<file path="src/rtl/fifo_stream_reader.sv">
// rtl/fifo_stream_reader.sv - drains a one-cycle-latency FIFO into a valid/ready stream
// A two-slot skid buffer absorbs the read latency so the stream sustains one word per cycle.
module fifo_stream_reader #(
  parameter int DATA_WIDTH = 8,
  parameter int CNT_WIDTH  = 16
) (
  input  logic                  clk,
  input  logic                  rst,
  input  logic                  fifo_empty,
  input  logic [DATA_WIDTH-1:0] fifo_rdata,
  output logic                  fifo_r_en,
  output logic                  m_valid,
  output logic [DATA_WIDTH-1:0] m_data,
  input  logic                  m_ready,
  output logic [CNT_WIDTH-1:0]  xfer_count
);

  logic [1:0]            occ;
  logic                  inflight;
  logic [DATA_WIDTH-1:0] head;
  logic [DATA_WIDTH-1:0] tail;

  logic                  pop;
  logic [2:0]            committed;
  logic [1:0]            occ_after_pop;
  logic [1:0]            occ_next;
  logic [DATA_WIDTH-1:0] head_next;
  logic [DATA_WIDTH-1:0] tail_next;

  assign pop    = m_valid & m_ready;
  assign m_data = head;

  // Slots already spoken for after this cycle's pop; at most one more read may be issued.
  assign committed     = {1'b0, occ} + {2'b00, inflight} - {2'b00, pop};
  assign fifo_r_en     = ~rst & ~fifo_empty & (committed <= 3'd1);
  assign occ_after_pop = occ - {1'b0, pop};
  assign occ_next      = occ_after_pop + {1'b0, inflight};

  always_comb begin
    head_next = head;
    tail_next = tail;
    if (pop) begin
      head_next = tail;
    end
    // The returning word lands in the first slot left free once the pop is applied.
    if (inflight) begin
      if (occ_after_pop == 2'd0) begin
        head_next = fifo_rdata;
      end else begin
        tail_next = fifo_rdata;
      end
    end
  end

  always_ff @(posedge clk or posedge rst) begin
    if (rst) begin
      occ        <= 2'd0;
      inflight   <= 1'b0;
      head       <= '0;
      tail       <= '0;
      m_valid    <= 1'b0;
      xfer_count <= '0;
    end else begin
      occ        <= occ_next;
      inflight   <= fifo_r_en;
      head       <= head_next;
      tail       <= tail_next;
      m_valid    <= (occ_next != 2'd0);
      xfer_count <= xfer_count + {{(CNT_WIDTH-1){1'b0}}, pop};
    end
  end

endmodule

</file>
<file path="config.mk">
export PLATFORM = sky130hd
export DESIGN_NAME = fifo_stream_reader
export DESIGN_NICKNAME = d
export VERILOG_FILES = /design/src/rtl/fifo_stream_reader.sv
export SDC_FILE = /design/constraint.sdc
export NUM_CORES = 1
export LEC_CHECK = 0
export BUFFER_PORTS_ARGS = -buffer_cell sky130_fd_sc_hd__buf_4
export CORE_MARGIN = 2
export CORE_UTILIZATION = 45
export DETAILED_ROUTE_END_ITERATION = 10
export PLACE_DENSITY = 0.7
export RECOVER_POWER = 50
export SLEW_MARGIN = 20
export SYNTH_ARGS = -nofsm -noshare
export SYNTH_HDL_FRONTEND = slang
export SYNTH_SLANG_ARGS = --single-unit
</file>
<file path="constraint.sdc">
create_clock -name clk -period 2.7 [get_ports clk]
set_input_delay 0.135 -clock clk [delete_from_list [all_inputs] [get_ports clk]]
set_output_delay 0.135 -clock clk [all_outputs]
set_load 0.02 [all_outputs]
</file>
# Word level (Yosys, flattened, before mapping)
# Cells that the tools add are included.
[word_totals]
output_inout_bits = 26
reg_bits = 36
inputBits = 12
wordCells = 24
[op_classes]
bitwise_logic = 6
mux = 3
magnitude_cmp = 1
n_reduce_logical = 3
add_sub_neg = 5
[op_table]
columns = ["op", "count"]
rows = [
  ["$mux 8", 3],
  ["$add 16x1->16", 1],
  ["$add 2x1->3", 1],
  ["$and 1x1->1", 3],
  ["$le 3x1->1 const B", 1],
  ["$not 1->1", 3],
  ["$sub 3x1->3", 1],
  ["$add 2x1->2", 1],
  ["$logic_not 2->1", 1],
  ["$reduce_and 2->1", 1],
  ["$reduce_bool 2->1", 1],
  ["$sub 2x1->2", 1],
]

# Depth between registers and ports, before layout
# Gate-level depths: netlist (run 1).
[depth]
ltp_word = 5
ltp_mapped = 8
ltp_nobuf = 7

# Worst setup path before layout (run 1)
# OpenSTA, ideal clock, no wires.
[synth_path]
path_type = "flip-flop to flip-flop"
startpoint = "reg m_valid"
endpoint = "reg inflight"
t_arrival_ns = 2.492
stages_incl_launch_ff = 9
required_ns = 2.490
setup_slack_ns = -0.002
synth_period_minus_slack_ns = 2.702
setup_ns = 0.210
path_buffers = 1
cell_sequence = "dfrtp_1 nand2_1 buf_2 xnor2_1 ha_1 inv_1 fa_1 xor2_1 nor4b_1"
[synth_via]
elab_chain_len = 4
[synth_rtl]
columns = ["element", "line", "text"]
rows = [
  ["from (decl)", "12", "output logic m_valid,"],
  ["from (signal assigned)", "68", "m_valid <= (occ_next != 2'd0);"],
  ["$and 1x1->1", "30", "assign pop = m_valid & m_ready;"],
  ["$sub 3x1->3", "34", "assign committed = {1'b0, occ} + {2'b00, inflight} - {2'b00, pop};"],
  ["$le 3x1->1", "35", "assign fifo_r_en = ~rst & ~fifo_empty & (committed <= 3'd1);"],
  ["$and 1x1->1", "35", ""],
  ["named net fifo_r_en", "11", "output logic fifo_r_en,"],
  ["to (signal assigned)", "65", "inflight <= fifo_r_en;"],
  ["to (decl)", "19", "logic inflight;"],
]
# The timed path passes the listed nets, and every way through them passes these cells.
# A chain may end at the register's enable or synchronous reset.

# Worst setup path in the final report (run 1)
[layout_path]
startpoint = "reg m_valid"
endpoint = "out fifo_r_en"
[layout_via]
elab_chain_len = 4
[layout_rtl]
columns = ["element", "line"]
rows = [
  ["$and 1x1->1", "30"],
  ["$sub 3x1->3", "34"],
  ["$le 3x1->1", "35"],
  ["$and 1x1->1", "35"],
  ["to (decl)", "11"],
]
# No other way between the ends.

==> metrics.md, run 1 <==
| Metric | Value |
|---|---|
| Layout cells sized above 1 | `18.3%` |
| Critical R2R Launch | `m_valid` |
| Worst min path class | `in2reg` |
| Layout net count | `196` |
| Distinct cells, synth | `24` |
| Initial DRC count | `103` |
| Gpl congestion | `0.788` |
| Main combinational cell family by area after synthesis | `simple AND/OR/NAND/NOR gates` |
| Register Area | `901 sq um` |
| Initial Util | `47.6%` |
| # rows | `21` |
| Post-synthesis sequential area ratio | `56.3%` |
| Die area | `4050 sq um` |
| Post-CTS resize count | `0` |
| Tcrit/Tclk final | `94.6%` |
| CP max-delay cell | `dfrtp_1` |
| Mux cell area share after synthesis | `10.6%` |
| Final Skew | `0.00779 ns` |
| Cells after DPL | `211` |
| Largest cells by area after synthesis | `dfrtp_1 (56%), xnor2_1 (8.2%), mux2_2 (5.6%)` |
| Initial antenna violation count | `0` |
| Crit-path max cell delay | `0.44 ns` |
| Ordered cell list for the critical path | `nand2_1, xnor2_1, ha_1, inv_1, fa_1, xor2_1, nor4b_2, buf_4` |
| Leakage | `0.885 nW` |
| Compound-gate portion of the synthesized area | `3.99%` |
| Post-synthesis cell count | `128` |
| Adder-cell share of the synthesized area | `3.60%` |
| Longest Clk Path Bufs | `2` |
| Mapped Area | `1600 sq um` |
| Worst reg-to-reg setup slack | `0.72 ns` |
| Reg2reg end | `inflight` |
| Area delta synth->final | `23.2%` |
| Max-slew violation count | `0` |
| Max rail drop VDD | `0.566 mV` |
| Number of port buffers | `37` |
| Synth cell count leaders | `dfrtp_1 (36), nand2_1 (16), xnor2_1 (15)` |
| Critical path origin | `m_valid` |
| Vias in the first global route | `1127` |
| WP data arrival | `2.42 ns` |
| Reg2Reg Depth | `7` |
| Critical Path Fanout Max | `5` |
| Syn Nets | `144` |
| Detailed Routing Iterations Pass 1 | `4` |
| Post-synth EDFFs | `0` |
| Top-count cell post-synth | `dfrtp_1` |
| Clk root buf | `clkbuf_4` |
| Fmax | `392 MHz` |
| N_diodes | `0` |
| Synth Area in Simple Gates | `13.8%` |
| Tot Pwr | `1.88 mW` |
| Cell taking the most area after synthesis | `dfrtp_1` |
| Routed Antenna Nets | `0` |
| CP startpoint kind | `flop` |
| RSZ-0062 raised after global routing | `no` |
| Largest net degree at the start of global routing | `20` |
| Ports | `38` |
| Grt total ovfl | `0` |
| Clk_lat worst skew | `0.34 ns` |
| Crit Path Category | `reg2out` |
| Outcome | `finished clean` |
| Synth top area share | `56.3%` |
| Setup tns final | `0 ns` |
| Floorplan Core Area | `3360 sq um` |
| Die X | `63.6 um` |
| Fraction of registers with async set/reset | `100%` |
| Area occupied by multi-input gates | `684 sq um` |
| Detailed-route DRC error count | `0` |
| First-pass GRT wire length | `5.38 mm` |
| H-tree levels | `2` |
| CTS tree | `yes` |
| Die Span Y | `63.6 um` |
| Post-synthesis xor/xnor area fraction | `10.4%` |
| Worst Setup EP | `fifo_r_en` |
| CP required | `2.57 ns` |
| Final Hold Fails | `0` |
| Fin crit period | `2.55 ns` |
| Num CTS Buffers | `5` |
| Final setup viols | `0` |
| Max cap viols | `0` |
| Mean Syn Cell Area | `12.5 sq um` |
| Final HPWL DP | `2.26 mm` |
| Clock sinks | `36` |
| Main synth FF type | `dfrtp_1` |
| Post-CTS setup buffers | `0` |
| Worst-Margin Slew | `0.977 ns` |
| Warning count from the yosys run | `0` |
| #FFs+latches synth | `36` |
| Max_slew headroom | `34.9%` |
| Clk slew on worst S/H paths | `0.10 ns` |
| Fill cell count | `323` |
| Hold-fix buffers, CTS | `8` |
| Non-Filler Instances | `226` |
| Total wire length | `3.12 mm` |
| Crit. End Element | `output pin` |
| Vias | `1127` |
| Via density per instance | `4.99` |
| PD cells | `955 nW/um^2` |
| Routed WL per cell | `13.8 um` |
| Total global-route track usage | `17.5%` |
==> registers in the layout (all words and copies together), names as in the netlist <==
register	count
m_valid	1
xfer_count	16
tail	8
occ	2
inflight	1
m_data	8
==> critical path: cells and delay by family, from the launching register on <==
kind / cells / cell delay (ns)
DFF: 1 / 0.44
xor gates and xnor gates: 2 / 0.37
and+or+nand+nor: 2 / 0.44
adders and majority gates: 2 / 0.57
buffers and inverters: 2 / 0.26
==> final cells by class <==
class,count,area share (%)
Clock inverter,1,0.254
Sequential cell,36,45.7
Timing Repair Buffer,47,13.8
Tap cell,46,2.92
Inverter,3,0.571
Clock buffer,6,2.09
Multi-Input combinational cell,87,34.7
==> worst min-delay path by stage <==
stage               slack, ns             to     startpoint  cells after the start
global placement         0.28       inflight            rst                      2
global route            0.002      m_data[5]  fifo_rdata[5]                      3
detailed placement       0.30  xfer_count[0]            rst                      2
floorplan                0.25      m_data[0]  fifo_rdata[0]                      2
CTS                     0.007      m_data[5]  fifo_rdata[5]                      3
finish                   0.03      m_data[5]  fifo_rdata[5]                      3
==> per-layer routing <==
layer	vias to the layer above	global-route usage (%)	part of all wire, %
met5	-	0	0
met4	0	8.15	2.1
met3	7	5.00	5.8
met2	34	29.5	51
met1	547	20.4	41
li1	539	-	-
==> report_power, final <==
part,leakage (nW),switching [mW],internal (mW)
Sequential,0.457,0.157,0.729
Clock,0.0281,0.166,0.0958
Combinational,0.400,0.411,0.324
Total,0.885,0.734,1.15
==> per-stage QoR <==
stage,util [%],instance area (sq um),hold slack [ns],worst slack (ns)
after floorplan,-,1610,0.252,0.321
after global placement,57.9,1950,0.279,0.732
after detailed placement,57.9,1950,0.296,0.554
after CTS,61.6,2070,0.00746,0.150
after global routing,58.6,1970,0.00235,0.0234
final,58.6,1970,0.0275,0.147
==> kinds of logic after synthesis <==
logic type / count (synthesis)
compound gates: 10
xor+xnor: 19
fa+ha+maj: 4
buf+inv: 5
flops: 36
mux: 16
simple gates: 38
==> layout by cell type, fill, tap and decap left out <==
cell and instances:
ha_1 3, dfrtp_1 36, and4_1 2, clkbuf_4 5, mux2_2 8, a21boi_1 1, nand4_1 2, nand3_1 6
or2_2 1, or2_4 1, inv_1 3, clkbuf_1 28, and3b_4 1, buf_4 12, nand2_1 16, nor4b_2 1
nor3_2 1, dlygate4sd3_1 8, and3_1 3, clkinv_2 1, mux2i_1 8, xor2_1 4, fa_1 1, nor4b_4 1
xnor2_1 15, nor2_1 3, o21ai_4 1, o21ai_0 8
Power figures use the tool's default switching activity.
==> run 2: changes to the inputs <==
Settings changed: CORE_MARGIN 2 to 1, PLACE_DENSITY 0.7 to 0.74, TNS_END_PERCENT from default to 50.
==> run 2 against run 1 <==
  * Clock power increased by 14%
  * Via count decreased by 2.5%
  * Clock skew increased by 0.0054 ns
  * Sequential power decreased by 0.5%
  * Global-route usage decreased by 0.29 points
  * Critical endpoint unchanged
  * Register-to-register slack improved by 0.20 ns
  * Combinational power decreased by 3.3%
  * Largest power group unchanged
  * Largest cell class unchanged
==> metrics.md, run 2 (synthesis gave the netlist of run 1 again) <==
| Metric | Value |
|---|---|
| Final setup viols | `0 (unchanged)` |
| Die X | `61.6 um (was 63.6 um)` |
| Ports | `38 (unchanged)` |
| Vias | `1099 (was 1127)` |
| H-tree levels | `2 (unchanged)` |
| Routed Antenna Nets | `0 (unchanged)` |
| WP data arrival | `2.20 ns (was 2.42 ns)` |
| Floorplan Core Area | `3360 sq um (unchanged)` |
| CP startpoint kind | `flop (unchanged)` |
| Clk slew on worst S/H paths | `0.10 ns (about the same)` |
| Final Hold Fails | `0 (unchanged)` |
| Layout net count | `197 (was 196)` |
| Grt total ovfl | `0 (unchanged)` |
| CTS tree | `yes (unchanged)` |
| Worst-Margin Slew | `1.02 ns (was 0.977 ns)` |
| Die Span Y | `61.6 um (was 63.6 um)` |
| Fmax | `428 MHz (was 392 MHz)` |
| Critical Path Fanout Max | `5 (unchanged)` |
| Crit. End Element | `output pin (unchanged)` |
| Final worst slack | `0.363 ns (was 0.147 ns)` |
| CP max-delay cell | `dfrtp_1 (unchanged)` |
| # rows | `21 (unchanged)` |
| Non-Filler Instances | `228 (was 226)` |
| Tot Pwr | `1.89 mW (was 1.88 mW)` |
| Initial Util | `47.6% (unchanged)` |
| Leakage | `0.889 nW (was 0.885 nW)` |
| Area delta synth->final | `24.6% (was 23.2%)` |
| Initial DRC count | `20 (was 103)` |
| Largest net degree at the start of global routing | `21 (was 20)` |
| Max rail drop VDD | `0.486 mV (was 0.566 mV)` |
| Fin crit period | `2.34 ns (was 2.55 ns)` |
| Num CTS Buffers | `5 (unchanged)` |
| Routed WL per cell | `12.3 um (was 13.8 um)` |
| Crit Path Category | `reg2out (unchanged)` |
| Post-place setup slack | `0.715 ns (was 0.554 ns)` |
| Vias in the first global route | `1043 (was 1127)` |
| Clock sinks | `36 (unchanged)` |
| Initial antenna violation count | `0 (unchanged)` |
| Commonest non-fill, non-tap cell in the layout | `dfrtp_1 (unchanged)` |
| Detailed-route DRC error count | `0 (unchanged)` |
| Max_slew headroom | `31.9% (was 34.9%)` |
| Crit path buf inv count | `2 (unchanged)` |
| Total global-route track usage | `17.2% (was 17.5%)` |
| RSZ-0062 raised after global routing | `no (unchanged)` |
| Max cap viols | `0 (unchanged)` |
| Clk root buf | `clkbuf_4 (unchanged)` |
| Die area | `3800 sq um (was 4050 sq um)` |
| Ordered cell list for the critical path | `nand2_1, xnor2_1, ha_1, inv_1, fa_1, xor2_1, nor4b_2, buf_4 (unchanged)` |
| Hold Slack | `0.0261 ns (was 0.0275 ns)` |
| Outcome | `finished clean (unchanged)` |
| Layout cells sized above 1 | `18.1% (was 18.3%)` |
| Crit-path max cell delay | `0.43 ns (was 0.44 ns)` |
| N_diodes | `0 (unchanged)` |
| First-pass GRT wire length | `4.56 mm (was 5.38 mm)` |
| Final HPWL DP | `2.04 mm (was 2.26 mm)` |
| Max-slew violation count | `0 (unchanged)` |
| Longest Clk Path Bufs | `2 (unchanged)` |
| Final Skew | `0.0132 ns (was 0.00779 ns)` |
| Biggest register | `xfer_count (unchanged)` |
| CP required | `2.57 ns (about the same)` |
| Clk_lat worst skew | `0.34 ns (about the same)` |
| Max reg flops | `16 (unchanged)` |
| Via density per instance | `4.82 (was 4.99)` |
| Gpl congestion | `0.727 (was 0.788)` |
| Number of port buffers | `37 (unchanged)` |
| Cell family with most CP delay | `adder cells (unchanged)` |
| Cells after DPL | `211 (unchanged)` |
| Detailed Routing Iterations Pass 1 | `4 (unchanged)` |
| Setup tns final | `0 ns (unchanged)` |
| PD cells | `948 nW/um^2 (was 955 nW/um^2)` |
| Fill cell count | `321 (was 323)` |
| Worst min path class | `in2reg (unchanged)` |
| Tcrit/Tclk final | `86.6% (was 94.6%)` |
| Total wire length | `2.81 mm (was 3.12 mm)` |
| Most frequent cells in the layout | `dfrtp_1 (36), clkbuf_1 (29), nand2_1 (16), xnor2_1 (15), buf_4 (11) (was dfrtp_1 (36), clkbuf_1 (28), nand2_1 (16), xnor2_1 (15), buf_4 (12))` |
-- run 2: changes by cell type in the layout (fill, tap and decap cells not counted) --
cell           previous run  this run
clkinv_2                  1         0
buf_4                    12        11
clkinvlp_4                0         1
dlygate4sd3_1             8         9
clkbuf_8                  0         1
clkbuf_1                 28        29
-- run 2: cell type report --
| cell class | instances | area (sq um) | area share, % |
|---|---|---|---|
| Sequential cell | 36 | 901 | 45.2 |
| Multi-Input combinational cell | 87 | 684 | 34.3 |
| Timing Repair Buffer | 48 | 278 | 13.9 |
| Tap cell | 46 | 57.6 | 2.89 |
| Clock buffer | 7 | 55.1 | 2.76 |
| Inverter | 3 | 11.3 | 0.565 |
| Clock inverter | 1 | 7.51 | 0.376 |
-- run 2: where the power goes --
part           internal, mW  switching (mW)  leakage, nW
combinational         0.317           0.394        0.401
clock                 0.127           0.170       0.0315
sequential            0.729           0.153        0.457
total                  1.17           0.717        0.889
-- run 2: worst paths after layout --
kind / cells after the start / to / from / slack [ns]
min in group asynchronous: 3 / m_data[2] / rst / 0.41
worst min-delay path: 3 / m_data[2] / fifo_rdata[2] / 0.03
worst max-delay path: 8 / fifo_r_en / m_valid / 0.36
worst max register to register: 7 / inflight / m_valid / 0.92
max in group asynchronous: 4 / xfer_count[6] / rst / 0.95
worst min register to register: 1 / xfer_count[15] / xfer_count[15] / 0.48
-- run 2: layer usage --
layer  GRT usage [%]  vias to the layer above  wire length (um)
met2            28.3                       32              1390
met1            19.9                      520              1210
met3            5.88                        5               154
met4            8.57                        0                55
met5               0                        -                 0
li1                -                      542                 -
-- run 2: stage by stage --
| step | util [%] | area [sq um] |
|---|---|---|
| global placement | 57.9 | 1950 |
| floorplan | - | 1610 |
| finish | 59.3 | 1990 |
| global route | 59.3 | 1990 |
| detailed placement | 57.9 | 1950 |
| CTS | 62.4 | 2100 |
-- run 2: worst min-delay path, cell delays in order --
cell and delay, ns:
buf_4 0.08, nand2_1 0.04, o21ai_0 0.07
-- run 2: repair_timing --
action,CTS,global route
gates resized for setup,0,0
endpoints found under the hold margin,24,0
hold buffers,9,0
setup buffers,0,0
